[src/rtl/sound_pkg.sv]
`default_nettype none
// ============================================================================
// Module      : sound_pkg
// Description : Shared definitions for the sound blocks: counter width,
//               system clock rate and the tone_meter state encoding.
// Revision    : 1.0 - initial release
// ============================================================================
package sound_pkg;

  // Width of all period counters; matches the sound block's max_count.
  localparam int unsigned COUNT_W = 26;

  // System clock frequency in Hz.
  localparam int unsigned CLK_HZ = 50_000_000;

  typedef enum logic [1:0] {
    ST_IDLE    = 2'd0,
    ST_ARM     = 2'd1,
    ST_MEASURE = 2'd2
  } tone_meter_state_t;

endpackage
`default_nettype wire

[src/rtl/tone_meter_sync_edge.sv]
`default_nettype none
// ============================================================================
// Module      : sync_edge
// Description : Two-flop synchronizer followed by a one-flop edge detector.
//               Either polarity of synchronized transition produces a
//               single-cycle, registered pulse on edge_pulse.
// Ports       : clk        - system clock
//               rst_async  - asynchronous active-high reset
//               din        - asynchronous input
//               edge_pulse - one-cycle pulse per synchronized transition
// Revision    : 1.0 - initial release
// ============================================================================
module sync_edge (
  input  logic clk,
  input  logic rst_async,
  input  logic din,
  output logic edge_pulse
);

  logic sync1_q, sync1_d;
  logic sync2_q, sync2_d;
  logic prev_q,  prev_d;
  logic edge_q,  edge_d;

  always_comb begin
    sync1_d = din;
    sync2_d = sync1_q;
    prev_d  = sync2_q;
    // Any difference between consecutive synchronized samples is an edge.
    edge_d  = sync2_q ^ prev_q;
  end

  always_ff @(posedge clk or posedge rst_async) begin
    if (rst_async) begin
      sync1_q <= 1'b0;
      sync2_q <= 1'b0;
      prev_q  <= 1'b0;
      edge_q  <= 1'b0;
    end else begin
      sync1_q <= sync1_d;
      sync2_q <= sync2_d;
      prev_q  <= prev_d;
      edge_q  <= edge_d;
    end
  end

  assign edge_pulse = edge_q;

endmodule
`default_nettype wire

[src/rtl/tone_meter.sv]
`default_nettype none
// ============================================================================
// Module      : tone_meter
// Description : Measures the half-period of an external square wave in clk
//               cycles and hands the result to the CPU through a
//               valid/ack register with a sticky overrun flag. A silent
//               input is reported once as a result of 0.
// Ports       : clk, rst_async        - clock, async active-high reset
//               tone_in               - asynchronous square wave
//               enable                - measurement enable
//               result_count          - last published half-period (0 = none)
//               result_valid          - result_count holds an unread value
//               result_ack            - CPU read strobe
//               overrun               - an unread result was overwritten
// Revision    : 1.0 - initial release
// ============================================================================
module tone_meter
  import sound_pkg::*;
#(
  parameter logic [COUNT_W-1:0] TIMEOUT_CYCLES  = COUNT_W'(CLK_HZ),
  parameter logic [COUNT_W-1:0] MIN_HALF_PERIOD = COUNT_W'(4)
) (
  input  logic               clk,
  input  logic               rst_async,
  input  logic               tone_in,
  input  logic               enable,
  output logic [COUNT_W-1:0] result_count,
  output logic               result_valid,
  input  logic               result_ack,
  output logic               overrun
);

  logic edge_pulse;

  sync_edge u_sync_edge (
    .clk        (clk),
    .rst_async  (rst_async),
    .din        (tone_in),
    .edge_pulse (edge_pulse)
  );

  tone_meter_state_t  state_q, state_d;
  logic [COUNT_W-1:0] count_q, count_d;
  logic [COUNT_W-1:0] result_count_q, result_count_d;
  logic               result_valid_q, result_valid_d;
  logic               overrun_q, overrun_d;

  logic               publish;
  logic [COUNT_W-1:0] publish_val;
  logic [COUNT_W-1:0] measured;
  logic               ack_accepted;

  always_comb begin
    state_d     = state_q;
    count_d     = count_q;
    publish     = 1'b0;
    publish_val = '0;
    // The counter is cleared on the cycle of the accepted edge, so the
    // elapsed edge-to-edge distance is one more than its current value.
    measured    = count_q + COUNT_W'(1);

    if (!enable) begin
      state_d = ST_IDLE;
      count_d = '0;
    end else begin
      case (state_q)
        ST_IDLE: begin
          state_d = ST_ARM;
          count_d = '0;
        end
        ST_ARM: begin
          count_d = '0;
          if (edge_pulse) begin
            state_d = ST_MEASURE;
          end
        end
        ST_MEASURE: begin
          if (edge_pulse && (measured >= MIN_HALF_PERIOD)) begin
            publish     = 1'b1;
            publish_val = measured;
            count_d     = '0;
          end else if (measured >= TIMEOUT_CYCLES) begin
            // Silence: report 0 once, then wait for a fresh first edge.
            publish     = 1'b1;
            publish_val = '0;
            state_d     = ST_ARM;
            count_d     = '0;
          end else if (count_q >= TIMEOUT_CYCLES) begin
            count_d = TIMEOUT_CYCLES;
          end else begin
            // Glitch edges land here too: they are ignored and counting goes on.
            count_d = measured;
          end
        end
        default: begin
          state_d = ST_IDLE;
          count_d = '0;
        end
      endcase
    end
  end

  always_comb begin
    ack_accepted   = result_ack & result_valid_q;
    result_count_d = publish ? publish_val : result_count_q;
    result_valid_d = publish | (result_valid_q & ~result_ack);
    overrun_d      = overrun_q;
    if (publish && result_valid_q && !result_ack) begin
      overrun_d = 1'b1;
    end else if (ack_accepted && !publish) begin
      overrun_d = 1'b0;
    end
  end

  always_ff @(posedge clk or posedge rst_async) begin
    if (rst_async) begin
      state_q        <= ST_IDLE;
      count_q        <= '0;
      result_count_q <= '0;
      result_valid_q <= 1'b0;
      overrun_q      <= 1'b0;
    end else begin
      state_q        <= state_d;
      count_q        <= count_d;
      result_count_q <= result_count_d;
      result_valid_q <= result_valid_d;
      overrun_q      <= overrun_d;
    end
  end

  assign result_count = result_count_q;
  assign result_valid = result_valid_q;
  assign overrun      = overrun_q;

endmodule
`default_nettype wire

[config.mk]
export PLATFORM = sky130hd
export DESIGN_NAME = tone_meter
export DESIGN_NICKNAME = d
export VERILOG_FILES = /design/src/rtl/sound_pkg.sv /design/src/rtl/tone_meter_sync_edge.sv /design/src/rtl/tone_meter.sv
export SDC_FILE = /design/constraint.sdc
export NUM_CORES = 1
export LEC_CHECK = 0
export ABC_AREA = 1
export CAP_MARGIN = 20
export CORE_ASPECT_RATIO = 2
export CORE_MARGIN = 2
export CORE_UTILIZATION = 45
export DETAILED_ROUTE_END_ITERATION = 16
export HOLD_SLACK_MARGIN = 0.03
export PLACE_DENSITY = 0.65
export SYNTH_ARGS = -nofsm -noshare
export SYNTH_HDL_FRONTEND = slang
export SYNTH_SLANG_ARGS = --single-unit
[constraint.sdc]
create_clock -name clk -period 2.5 [get_ports clk]
set_clock_uncertainty 0.15 [all_clocks]
set_input_delay 0.5 -clock clk [delete_from_list [all_inputs] [get_ports clk]]
set_output_delay 0.5 -clock clk [all_outputs]
set_load 0.005 [all_outputs]
==> run summary, run 1 <==
======================================================================================
Worst slew pin tran                                                           0.404 ns
Maximum clock rate                                                           0.391 GHz
Grt total ovfl                                                                       0
Global-route wire length before repair                                         16.3 mm
Count of antenna diodes in the layout                                                0
Max Cap Violations                                                                   0
Share of cells above drive strength 1                                            26.4%
Total core area                                                              7320 um^2
HP Class                                                                    reg -> reg
Inserted Clock Buffers                                                               9
Synthesized instance count                                                         491
Area taken by flip-flops and latches                                         1510 um^2
CP max-delay cell                                                              dfrtp_1
H-tree depth                                                                         3
Mean post-synth cell area                                                    6.94 um^2
Classification of the worst setup path                                      reg -> reg
CTS tree                                                                           yes
Critical Path Sink Type                                                           flop
Worst setup timing slack at the placement stage                              -0.109 ns
Cell type with the largest total area after synthesis                          dfrtp_1
Average wire per standard cell                                                 15.6 um
Final WS setup                                                              -0.0592 ns
Area of the die                                                              8330 um^2
Library cell appearing most often on the critical path                         nand2_1
Status                                                                    complete, but fails checks
Number of nets in the layout                                                       582
Largest net degree at the start of global routing                                   61
Final Hold Violating Endpoints                                                       0
Summed instance area of the synthesized netlist                              3410 um^2
Synth unique cells                                                                  30
Vias post-DR                                                                      3502
Wire length on met1                                                            3.68 mm
Number of clock sinks                                                               60
Worst path buffer plus inverter count                                                3
Family with the most delay on the worst path                              simple AND/OR/NAND/NOR gates
I/O Buffers                                                                         32
Power per cell area                                                        492 nW/um^2
Cell leakage power                                                             2.35 nW
Fraction of registers with async set/reset                                        100%
Starting DRT DRC Count                                                             205
Overall die width                                                              65.6 um
Area share of the leading cell type in the synthesized netlist                   44.0%
Height of the die                                                               127 um
Post-DP HPWL                                                                   7.70 mm
GRT Util Overall                                                                 26.5%
Area of the multi-input gates                                                1890 um^2
Tightest slew margin relative to the limit                                       72.7%
Arrival time of data at the critical path endpoint                             2.63 ns
Clock slew at the register clock pins of the worst setup and hold paths        0.05 ns
Starting density of the core                                                     46.6%
Setup TNS Final                                                              -0.837 ns
Period utilisation layout                                                         102%
GP Congestion                                                                    0.946
Clk Latency, worst-skew pair                                                   0.34 ns
Final number of setup-violating endpoints                                           27
Top cells by area, synth                                                  dfrtp_1 (44%), nand2_1 (21%), nor2_1 (7.5%), nand3_1 (7.2%), inv_1 (5.4%)
Number of filler instances in the final layout                                     625
Met3 wirelength from detailed routing                                           360 um
Nets in the synthesized netlist                                                    498
Unrepaired setup endpoints after global routing                                   true
Synth warn                                                                           0
Dominant register cell in the synthesized netlist                              dfrtp_1
Violated checks                                                           setup timing
Number of antenna violations at the first check in global routing                    0
Fin. max-slew vios                                                                   0
Category of the worst setup path launch point                                     flop
Max incr delay on CP                                                           0.37 ns
Vias per cell                                                                     5.21
Placement Rows                                                                      44
Top layer reached by signal wires                                                 met4
Area added between synthesis and finish                                          41.4%
Worst-case clock buffer depth                                                        2
Clk Tree Root Cell                                                           clkbuf_16
Required @ worst endpoint                                                      2.57 ns
Max VDD drop                                                                    529 uV
I/O Pins                                                                            33
First-pass iteration count of the detailed router                                    4
Detail Route met2 WL                                                           5.79 mm
Number of flip-flops and latches in the synthesized netlist                         60
Cells traversed along the worst timing path                               ha_2, nand2_2, nor2_4, buf_6, nand4_1, nand2_2, buf_6, nand3_1, nor2_1, nand2_1, nand2_1, nand3_2, nand3_4, nand2_8, clkbuf_16, nand2_1, nand2_1
Register area share after synthesis                                              44.0%
Worst-path maximum fanout                                                            7
DRC violation count after routing                                                    0
Number of enable-type register cells in the synthesized netlist                      0
Antenna-violating nets left                                                          0
Via count of the first global-routing pass                                        3478
Minimum clock period                                                           2.56 ns
DRT Wirelength                                                                 10.5 mm
======================================================================================
-- sequential cells by signal (all words and copies together) (netlist names) --
register	cells
result_valid	1
count_q	26
state_q	2
result_count	26
u_sync_edge.edge_pulse	1
overrun	1
u_sync_edge.sync1_q	1
u_sync_edge.prev_q	1
u_sync_edge.prev_d	1
-- routing by layer --
layer	up-vias	global-route usage [%]
met5	-	0
met4	0	19.5
met3	47	4.40
met2	105	48.1
met1	1645	25.7
li1	1705	-
-- final timing paths --
check,end,cells after the start,start,slack [ns]
min reg2reg,u_sync_edge.prev_d,0,u_sync_edge.sync1_q,0.22
max reg2reg,result_count[13],17,count_q[1],-0.06
min,u_sync_edge.prev_d,0,u_sync_edge.sync1_q,0.22
max,result_count[13],17,count_q[1],-0.06
min in group asynchronous,result_count[2],3,rst_async,0.40
max in group asynchronous,count_q[20],3,rst_async,1.53
-- cell type report --
class	instances	share of cell area [%]
Inverter	52	4.05
Sequential cell	60	31.3
Clock buffer	13	5.61
Timing Repair Buffer	83	16.6
Tap cell	92	2.39
Multi-Input combinational cell	369	39.2
Clock inverter	3	0.909
-- cells by family after synthesis --
family / Yosys count / share of synthesized area, %
and+or+nand+nor: 343 / 43.6
buffers and inverters: 62 / 7.41
DFF: 60 / 44.0
AOI/OAI and AO/OA: 22 / 3.74
xor gates and xnor gates: 2 / 0.514
adders and majority gates: 2 / 0.734
-- metrics by stage --
step	total power [mW]	util (%)	hold slack [ns]	std cells	area (um^2)
floorplan	1.06	-	0.181	491	3410
global placement	1.10	56.9	0.200	647	4170
detailed placement	1.10	56.9	0.190	647	4170
CTS	2.39	61.6	0.214	664	4510
global route	2.44	65.8	0.216	672	4820
finish	2.37	65.8	0.217	672	4820
-- cell usage after synthesis, types with 2 or more instances --
| library cell | count |
|---|---|
| and2_1 | 2 |
| nand3_1 | 49 |
| ha_1 | 2 |
| o21ai_0 | 12 |
| o21ai_1 | 6 |
| inv_2 | 2 |
| nor2_1 | 68 |
| xor2_1 | 2 |
| nand4_1 | 9 |
| buf_6 | 2 |
| nand3_2 | 3 |
| nor2_4 | 3 |
| nor2_2 | 4 |
| nand2_2 | 4 |
| clkbuf_1 | 4 |
| inv_1 | 49 |
| nand2_1 | 195 |
| buf_2 | 4 |
| dfrtp_1 | 60 |
-- report_power, final --
part / switching (mW) / leakage, nW / internal (mW)
logic: 0.0613 / 1.38 / 0.0310
clock network: 0.433 / 0.156 / 0.852
registers: 0.00883 / 0.819 / 0.986
total: 0.503 / 2.35 / 1.87
-- worst register-to-register path, stage by stage (launching register included) --
cell	delay, ns
dfrtp_1	0.37
ha_2	0.22
nand2_2	0.09
nor2_4	0.23
buf_6	0.13
nand4_1	0.10
nand2_2	0.12
buf_6	0.10
nand3_1	0.07
nor2_1	0.10
nand2_1	0.07
nand2_1	0.08
nand3_2	0.11
nand3_4	0.13
nand2_8	0.09
clkbuf_16	0.18
nand2_1	0.06
nand2_1	0.05
-- what timing repair did --
| action | CTS | global route |
|---|---|---|
| hold buffers | 0 | 0 |
| setup buffers | 1 | 7 |
| pin swaps | 0 | 27 |
| resized for setup | 9 | 71 |
| gates cloned | 0 | 1 |
| endpoints found under the setup margin | 45 | 56 |
-- cell usage in the layout (no fill, tap or decap), drive strengths merged --
cell / count
a21oi: 2
and2: 2
buf: 50
bufinv: 1
clkbuf: 14
clkdlybuf4s50: 32
clkinv: 3
dfrtp: 60
ha: 2
inv: 51
nand2: 200
nand3: 53
nand4: 9
nor2: 76
nor3: 2
o21ai: 18
o21bai: 1
o311ai: 1
or2: 1
xor2: 2
No activity file was read; power rests on OpenSTA's default activity.
==> inputs of run 2 (changes only) <==
CORE_MARGIN = 1.5   (was 2)
==> run 2 against run 1 <==
Compared with the run above: the run now ends clean; combinational power decreased by 3.0%; register-to-register slack improved by 0.09 ns; critical path depth unchanged; routed wire length decreased by 4.8%; clock power about the same; first-iteration DRC count decreased by 12%; flip-flop and latch count unchanged; clock-buffer cell count decreased by 2; final cell count decreased by 0.74%; critical path type unchanged; critical endpoint is now result_count[10]; highest routed layer unchanged.
==> run summary, run 2 (synthesized netlist as in run 1, its figures left out) <==
======================================================================================
Start point of the worst min-delay path                                   u_sync_edge.sync1_q
Required @ worst endpoint                                                      2.57 ns
Number of clock sinks                                                               60
Overall die width                                                              64.6 um
R2R setup slack                                                                0.03 ns
Reg2Reg Capture Point                                                     result_count[10]
Met2 usage in global routing                                                     49.8%
Antenna-violating nets left                                                          0
Post-DP HPWL                                                                   7.80 mm
Met1 Usage GRT                                                                   27.3%
I/O Buffers                                                                         32
Setup TNS Final                                                                   0 ns
Clock slew at the register clock pins of the worst setup and hold paths        0.05 ns
Minimum clock period                                                           2.47 ns
Worst-case clock buffer depth                                                        2
Height of the die                                                               126 um
CTS tree                                                                           yes
Power per cell area                                                        507 nW/um^2
Placement Rows                                                                      44
Area of the multi-input gates                                                1770 um^2
Met3 Use GR                                                                      5.09%
Inserted Clock Buffers                                                               9
Starting density of the core                                                     46.6%
Arrival time of data at the critical path endpoint                             2.54 ns
Classification of the worst setup path                                      reg -> reg
Share of cells above drive strength 1                                            21.0%
Cell leakage power                                                             2.30 nW
DRT Wirelength                                                                 10.0 mm
Min Hold Slack                                                                0.209 ns
Clk Latency, worst-skew pair                                                   0.33 ns
Logic pwr share                                                                   3.8%
Status                                                                    finished clean
Unrepaired setup endpoints after global routing                                   true
Relative contribution of the clock network to total power                        53.8%
Period utilisation layout                                                        98.8%
Worst slew pin tran                                                           0.500 ns
WHS Endpoint                                                              u_sync_edge.prev_d
Max VDD drop                                                                    419 uV
Area of the die                                                              8140 um^2
Number of antenna violations at the first check in global routing                    0
Area taken by flip-flops and latches                                         1500 um^2
Final Hold Violating Endpoints                                                       0
Clk Tree Root Cell                                                           clkbuf_16
Final WS setup                                                               0.0302 ns
Number of nets in the layout                                                       577
Area added between synthesis and finish                                          35.7%
Maximum clock rate                                                           0.405 GHz
Grt total ovfl                                                                       0
Worst hold stages                                                                    0
Tightest slew margin relative to the limit                                       66.6%
Vias per cell                                                                     5.14
H-tree depth                                                                         3
Category of the worst setup path launch point                                     flop
Commonest non-fill, non-tap cells in the layout                           nand2_1 (184), dfrtp_1 (58), nor2_1 (50)
Max Cap Violations                                                                   0
Vias post-DR                                                                      3426
Final number of setup-violating endpoints                                            0
Global-route wire length before repair                                         16.5 mm
Net switching power                                                           0.503 mW
Internal power                                                                 1.84 mW
Sw Share                                                                         21.4%
Sequential cell fraction of total power                                          42.4%
Power, Total                                                                   2.35 mW
Most frequent standard cell in the layout excluding fill and tap cells         nand2_1
Largest net degree at the start of global routing                                   40
Fin. max-slew vios                                                                   0
Global-route layer with the greatest usage                                        met2
Worst setup timing slack at the placement stage                             -0.0673 ns
Startpoint of the most critical register-to-register path                   count_q[1]
Worst reg2reg path depth                                                            17
I/O Pins                                                                            33
DRC violation count after routing                                                    0
Worst-path maximum fanout                                                            6
Critical Path Sink Type                                                           flop
Starting DRT DRC Count                                                             180
Count of antenna diodes in the layout                                                0
Via count of the first global-routing pass                                        3497
HP Class                                                                    reg -> reg
First-pass iteration count of the detailed router                                    5
GRT Util Overall                                                                 27.3%
Number of filler instances in the final layout                                     661
GP Congestion                                                                    0.998
Average wire per standard cell                                                 15.0 um
Total core area                                                              7320 um^2
======================================================================================
==> run 2: worst max-delay path by stage <==
| stage | startpoint | to | slack (ns) | cells past startpoint |
|---|---|---|---|---|
| finish | count_q[1] | result_count[10] | 0.03 | 17 |
| global route | count_q[1] | result_valid | -0.16 | 15 |
| CTS | count_q[1] | result_count[23] | 0.002 | 16 |
| detailed placement | count_q[1] | count_q[7] | -0.07 | 14 |
| global placement | count_q[3] | result_valid | -0.05 | 14 |
| floorplan | count_q[1] | result_count[10] | 0.26 | 15 |
==> run 2: area by class of cell <==
class / count / share of cell area [%]
multi-input combinational: 369 / 38.2
timing repair buffer: 78 / 15.8
sequential: 60 / 32.5
inverter: 52 / 4.22
tap: 92 / 2.49
clock buffer: 11 / 5.46
clock inverter: 5 / 1.30
==> run 2: through the flow <==
stage	utilization [%]	cells	instance area [um^2]
2_1_floorplan	-	491	3410
4_1_cts	61.7	663	4520
6_report	63.2	667	4630
3_5_place_dp	56.8	646	4160
3_3_place_gp	56.8	646	4160
5_1_grt	63.2	667	4630
==> run 2: metal layers <==
layer,vias to the layer above,wire length [um]
li1,1686,-
met1,1598,3580
met2,102,5510
met3,40,279
met4,0,643
met5,-,0
==> run 2: worst max-delay path, stage by stage, from the launching register on <==
cell and delay [ns]:
dfrtp_1 0.41, ha_2 0.22, nand2_2 0.08, nor2_4 0.19, nand2_4 0.10, nor2_4 0.15, nand2_1 0.07, nand2_1 0.08
buf_4 0.10, buf_4 0.11, inv_1 0.04, nand2_1 0.07, nand3_2 0.11, nand3_4 0.14, nand2_4 0.07, buf_4 0.16
nand2_1 0.06, nand2_1 0.05
==> run 2: timing repair <==
action / 4_1_cts / 5_1_grt
gates resized for setup: 11 / 30
hold buffers: 0 / 0
setup endpoints to repair: 43 / 56
pin swaps: 2 / 5
hold endpoints to repair: 0 / 0
setup buffers: 1 / 4
==> run 2: power by group through the flow <==
stage	Sequential, mW	Clock [mW]	Combinational (mW)
after global routing	0.996	1.34	0.101
after detailed placement	1.01	0	0.0882
after floorplan	1.01	0	0.0515
final	0.995	1.26	0.0895
after CTS	0.995	1.29	0.0900
after global placement	1.01	0	0.0857
